**src/rtl/iic_scl_gen.sv**
```systemverilog
// SCL generator for the IIC controller: open-drain SCL drive, four phase strobes
// per period, slave clock-stretch detection with timeout, clean halt at period end.
module iic_scl_gen #(
  parameter int CLK_FREQ    = 100_000_000,
  parameter int SCL_FREQ    = 100_000,
  parameter int STRETCH_MAX = 100_000
) (
  input  logic clk,
  input  logic rst,
  input  logic en,
  input  logic scl_in,
  output logic scl_oe,
  output logic scl_hs,
  output logic scl_hc,
  output logic scl_ls,
  output logic scl_lc,
  output logic busy,
  output logic stretching,
  output logic stretch_to
);

  localparam int DIV = CLK_FREQ / SCL_FREQ;
  localparam int CW  = $clog2(DIV);
  localparam int SW  = $clog2(STRETCH_MAX + 1);

  localparam logic [CW-1:0] CNT_HS   = '0;
  localparam logic [CW-1:0] CNT_CHK  = CW'(DIV / 4 - 1);
  localparam logic [CW-1:0] CNT_HC   = CW'(DIV / 4);
  localparam logic [CW-1:0] CNT_LS   = CW'(DIV / 2);
  localparam logic [CW-1:0] CNT_LC   = CW'(3 * DIV / 4);
  localparam logic [CW-1:0] CNT_LAST = CW'(DIV - 1);
  localparam logic [SW-1:0] STR_LAST = SW'(STRETCH_MAX - 1);

  generate
    if (DIV < 16 || (DIV % 4) != 0) begin : g_div_check
      $error("iic_scl_gen: CLK_FREQ/SCL_FREQ must be >= 16 and a multiple of 4");
    end
  endgenerate

  typedef enum logic {IDLE, RUN} state_t;

  state_t        state_q, state_d;
  logic [CW-1:0] cnt_q, cnt_d;
  logic [SW-1:0] stretch_q, stretch_d;
  logic          fault_q, fault_d;
  logic [1:0]    sync_q, sync_d;
  logic          scl_oe_q, scl_oe_d;
  logic          hs_q, hs_d;
  logic          hc_q, hc_d;
  logic          ls_q, ls_d;
  logic          lc_q, lc_d;
  logic          busy_q, busy_d;
  logic          stretching_q, stretching_d;
  logic          stretch_to_q, stretch_to_d;
  logic          scl_sync;
  logic          hold;
  logic          timeout;
  logic          run_d;

  assign scl_sync = sync_q[1];

  always_comb begin
    state_d   = state_q;
    cnt_d     = cnt_q;
    stretch_d = stretch_q;
    fault_d   = fault_q;
    sync_d    = {sync_q[0], scl_in};
    hold      = 1'b0;
    timeout   = 1'b0;

    case (state_q)
      IDLE: begin
        cnt_d     = '0;
        stretch_d = '0;
        if (!en) begin
          fault_d = 1'b0;
        end else if (!fault_q) begin
          state_d = RUN;
        end
      end
      RUN: begin
        // The slave is only checked once per period, late enough for the synchroniser to see the release.
        if (cnt_q == CNT_CHK && !scl_sync) begin
          if (stretch_q == STR_LAST) begin
            timeout   = 1'b1;
            fault_d   = 1'b1;
            state_d   = IDLE;
            cnt_d     = '0;
            stretch_d = '0;
          end else begin
            hold      = 1'b1;
            stretch_d = stretch_q + 1'b1;
          end
        end else if (cnt_q == CNT_LAST) begin
          cnt_d     = '0;
          stretch_d = '0;
          if (!en) begin
            state_d = IDLE;
          end
        end else begin
          cnt_d     = cnt_q + 1'b1;
          stretch_d = '0;
        end
      end
      default: begin
        state_d = IDLE;
        cnt_d   = '0;
      end
    endcase

    // Outputs are decoded from the next count so strobes line up with the count value.
    run_d        = (state_d == RUN);
    scl_oe_d     = run_d && (cnt_d >= CNT_LS);
    hs_d         = run_d && (cnt_d == CNT_HS);
    hc_d         = run_d && (cnt_d == CNT_HC);
    ls_d         = run_d && (cnt_d == CNT_LS);
    lc_d         = run_d && (cnt_d == CNT_LC);
    busy_d       = run_d;
    stretching_d = hold;
    stretch_to_d = timeout;
  end

  always_ff @(posedge clk) begin
    if (rst) begin
      state_q      <= IDLE;
      cnt_q        <= '0;
      stretch_q    <= '0;
      fault_q      <= 1'b0;
      sync_q       <= 2'b11;
      scl_oe_q     <= 1'b0;
      hs_q         <= 1'b0;
      hc_q         <= 1'b0;
      ls_q         <= 1'b0;
      lc_q         <= 1'b0;
      busy_q       <= 1'b0;
      stretching_q <= 1'b0;
      stretch_to_q <= 1'b0;
    end else begin
      state_q      <= state_d;
      cnt_q        <= cnt_d;
      stretch_q    <= stretch_d;
      fault_q      <= fault_d;
      sync_q       <= sync_d;
      scl_oe_q     <= scl_oe_d;
      hs_q         <= hs_d;
      hc_q         <= hc_d;
      ls_q         <= ls_d;
      lc_q         <= lc_d;
      busy_q       <= busy_d;
      stretching_q <= stretching_d;
      stretch_to_q <= stretch_to_d;
    end
  end

  assign scl_oe     = scl_oe_q;
  assign scl_hs     = hs_q;
  assign scl_hc     = hc_q;
  assign scl_ls     = ls_q;
  assign scl_lc     = lc_q;
  assign busy       = busy_q;
  assign stretching = stretching_q;
  assign stretch_to = stretch_to_q;

endmodule

```
**config.mk**
```make
export PLATFORM = sky130hd
export DESIGN_NAME = iic_scl_gen
export DESIGN_NICKNAME = d
export VERILOG_FILES = /design/src/rtl/iic_scl_gen.sv
export SDC_FILE = /design/constraint.sdc
export NUM_CORES = 1
export LEC_CHECK = 0
export CAP_MARGIN = 10
export CORE_ASPECT_RATIO = 1.25
export CORE_MARGIN = 2
export CORE_UTILIZATION = 30
export CTS_BUF_LIST = sky130_fd_sc_hd__clkbuf_8
export CTS_CLUSTER_SIZE = 40
export DETAILED_ROUTE_END_ITERATION = 7
export MAX_ROUTING_LAYER = met4
export PLACE_DENSITY_LB_ADDON = 0.15
export RECOVER_POWER = 50
export SYNTH_ARGS = -nofsm -noshare
export SYNTH_HDL_FRONTEND = slang
export SYNTH_SLANG_ARGS = --single-unit
```
**constraint.sdc**
```tcl
create_clock -name clk -period 1.96 [get_ports clk]
set_clock_uncertainty 0.15 [all_clocks]
set_input_delay 0.49 -clock clk [delete_from_list [all_inputs] [get_ports clk]]
set_output_delay 0.49 -clock clk [all_outputs]
set_load 0.01 [all_outputs]
```
==> reports/results.tsv <==
stage	metric	value	unit
logic_synthesis	async_flop_share	0	%
cts	cts.htree.levels	2	
critical_path	cpMaxStageDelayCell	or3b_2	
critical_path	rr_worst_depth	6	
floorplanning	design.core.area	6130	sq um
global_route	grtUsageTotal	16.2	%
power	ir_drop	0.000301	V
sta	setup_viol	3	
critical_path	end_kind	register	
critical_path	cp_cell_sequence	ha_2 -> xnor2_2 -> or3b_2 -> a41oi_1 -> nand3_1 -> a221oi_2	
floorplanning	die_w	75.0	um
critical_path	slowest_delay	0.46	ns
global_route	first_global_vias	1807	
worst_hold_path	min_path_cells	1	
final_layout	insertedDiodeCount	0	
routing	viasPerCell	4.79	
logic_synthesis	synth_fp_nets	234	
critical_path	r2r_start	cnt_q[0]$_SDFF_PP0_	
logic_synthesis	synth_ff_type	dfxtp_1	
sta	fmax	0.500	GHz
cts	clkTransAtPathRegs	0.07	ns
final_layout	drive_gt1_share	39.9	%
logic_synthesis	synth-adder-area-share	1.98	%
critical_path	cp_top_family	simple AND/OR/NAND/NOR gates	
cts	clock-sinks	38	
routing	firstDrtPassIters	4	
logic_synthesis	synth_compound_area_share	12.4	%
power	p_per_area	495	nW/um^2
routing	wl	5.13	mm
floorplanning	initial_utilization	30.9	%
global_route	overflow	0	
worst_hold_path	holdPathEnd	sync_q[1]$_SDFF_PP1_	
final_layout	utilization	45.5	%
sta	period_share	102	%
logic_synthesis	synth-seq-cells	38	
sta	tightest_slew	0.384	ns
sta	timing.final.crit_period	2.00	ns
sta	setup_tns	-0.0475	ns
place	io_buffers	11	
logic_synthesis	ys_warn_count	0	
logic_synthesis	synth_edf_count	0	
routing	wl_per_cell	13.4	um
place	dp_hpwl	3.92	mm
cts	cts_buffers	5	
place	place_congestion	0.805	
worst_hold_path	min_path_type	register to register	
critical_path	r2r_end	scl_hs$_SDFF_PP0_	
logic_synthesis	synthesis.area	1890	sq um
cts	tritoncts	yes	
logic_synthesis	synthSimpleGateAreaFrac	30.8	%
floorplanning	die-area	6960	sq um
logic_synthesis	synthTopCellsByArea	dfxtp_1 (40%), nor2_1 (6.7%), xor2_1 (5.1%), nand3_1 (4.2%), xnor2_1 (4.2%)	
logic_synthesis	yosysTopAreaCellShare	40.2	%
sta	hold_violations	0	
critical_path	path_buf_inv	0	
sta	relSlewSlack	74.1	%
floorplanning	ios	12	
cts	max-clock-path-buffers	2	
logic_synthesis	ys_seq_area_share	40.2	%
power	p_leak	1.13	nW
final_layout	nets	306	
logic_synthesis	synth_top_area_cell	dfxtp_1	
logic_synthesis	synth.distinct_cells	46	
critical_path	cp.arrival	2.05	ns
critical_path	crit_type	register to register	
logic_synthesis	synth_top_family_by_area	simple AND/OR/NAND/NOR gates	
logic_synthesis	synthXorXnorAreaFrac	9.26	%
routing	drtIter0Drc	56	
global_route	grt_max_degree	11	
critical_path	crit_path_max_fanout	4	
logic_synthesis	syn_inst	227	
flow_run	drv_cap	0	
critical_path	start_kind	register	
cts	clock_latency	0.28	ns
cts	ctsHoldBuffers	0	
routing	drc	0	
critical_path	crit_required	2.01	ns
cts	root_buffer	clkbuf_8	
sta	setup_ws	-0.0396	ns
final_layout	syn_to_final_growth	47.4	%
routing	vias	1835	
floorplanning	die_y	92.8	um
logic_synthesis	synth_area_per_cell	8.33	sq um
global_route	antenna_found_initial	0	
critical_path	reg2reg_setup_slack	-0.04	ns
worst_hold_path	hp-start	sync_q[0]$_SDFF_PP1_	
run_status	status	finished with violations	
sta	grt_setup_unrepaired	yes	
power	finalPower	0.00138	W
floorplanning	num_rows	32	
logic_synthesis	synthMuxAreaShare	0	%
run_status	violations	setup timing	
routing	ant_nets	0	
sta	drv_slew	0	
global_route	grt_pass1_wl	8.34	mm
-- metrics by stage --
stage / area [sq um] / hold WS (ns) / setup WS [ns] / std cells
floorplan: 1920 / 0.239 / -0.0444 / 227
global placement: 2530 / 0.247 / -0.263 / 371
detailed placement: 2530 / 0.248 / -0.319 / 371
CTS: 2690 / 0.265 / -0.0153 / 379
global route: 2790 / 0.274 / -0.0658 / 383
finish: 2790 / 0.262 / -0.0396 / 383
-- metal layers --
metal  vias up  global-route usage [%]  routed length, um
met4         0                    4.46                 71
li1        926                       -                  -
met2        36                    29.0               2710
met3        10                    2.61                144
met5         -                       -                  0
met1       863                    18.0               2200
-- Yosys cell counts (all sizes together) (3+ instances only) --
master  number
nor2        34
o21ai        7
and3         7
nand3       16
nand4        5
and2         5
nor3         6
xnor2        9
a21oi       12
xor2        11
nand2b       4
nor4         3
buf          8
nand2       15
a211oi       3
nor2b        4
dfxtp       38
inv          8
ha           3
clkbuf       4
-- cell type report --
| class | count | area [sq um] |
|---|---|---|
| fill | 641 | 3340 |
| multi-input combinational | 169 | 1180 |
| sequential | 38 | 769 |
| timing repair buffer | 77 | 622 |
| tap | 85 | 106 |
| clock buffer | 6 | 82.6 |
| inverter | 8 | 30.0 |
-- sequential cells by signal, indices dropped and copies added (netlist names) --
| signal | flops |
|---|---|
| sync_q | 2 |
| scl_hc | 1 |
| stretching | 1 |
| stretch_q | 17 |
| cnt_q | 10 |
| scl_ls | 1 |
| stretch_to | 1 |
| busy | 1 |
| scl_oe | 1 |
| scl_lc | 1 |
| fault_q | 1 |
| scl_hs | 1 |
-- cells in the final DEF (no fill, tap or decap), types with 5 or more instances in the layout --
master	count
clkbuf_8	6
dfxtp_1	31
dfxtp_2	7
xnor2_1	8
nand4_1	5
dlygate4sd3_1	6
nor2_1	32
xor2_1	11
nand2_1	13
inv_1	7
nand3_1	14
a21oi_2	6
and3_1	5
clkdlybuf4s50_1	5
a21oi_1	5
buf_4	62
-- report_power, final --
part / switching (W) / internal (W) / leakage (nW) / total, W
clock: 0.000254 / 0.000271 / 0.0431 / 0.000525
combinational: 0.0000330 / 0.0000370 / 0.781 / 0.0000701
sequential: 0.00000630 / 0.000779 / 0.310 / 0.000785
total: 0.000293 / 0.00109 / 1.13 / 0.00138
-- worst max-delay path by stage --
stage                                   from                       to  slack, ns  cells after the start
floorplan           stretch_q[12]$_SDFF_PP0_  stretch_q[8]$_SDFF_PP0_      -0.04                      8
global placement                          en        scl_hs$_SDFF_PP0_      -0.26                      7
detailed placement                        en        scl_hs$_SDFF_PP0_      -0.32                      7
CTS                      cnt_q[0]$_SDFF_PP0_        scl_hs$_SDFF_PP0_      -0.02                      6
global route             cnt_q[1]$_SDFF_PP0_  stretch_q[6]$_SDFF_PP0_      -0.07                      9
finish                   cnt_q[0]$_SDFF_PP0_        scl_hs$_SDFF_PP0_      -0.04                      6
-- cells by family after synthesis --
family | count (synthesis)
buffers and inverters | 20
XOR/XNOR | 20
AO/OA/AOI/OAI | 36
AND/OR/NAND/NOR | 110
flip-flops | 38
adder cells (fa/ha/maj) | 3
-- repair_timing --
item | CTS | global route
buffers inserted | 3 | 4
endpoints found under the setup margin | 29 | 22
pin swaps | 5 | 6
endpoints found under the hold margin | 0 | 0
gates resized for setup | 21 | 21
(Power assumes the default switching activity.)
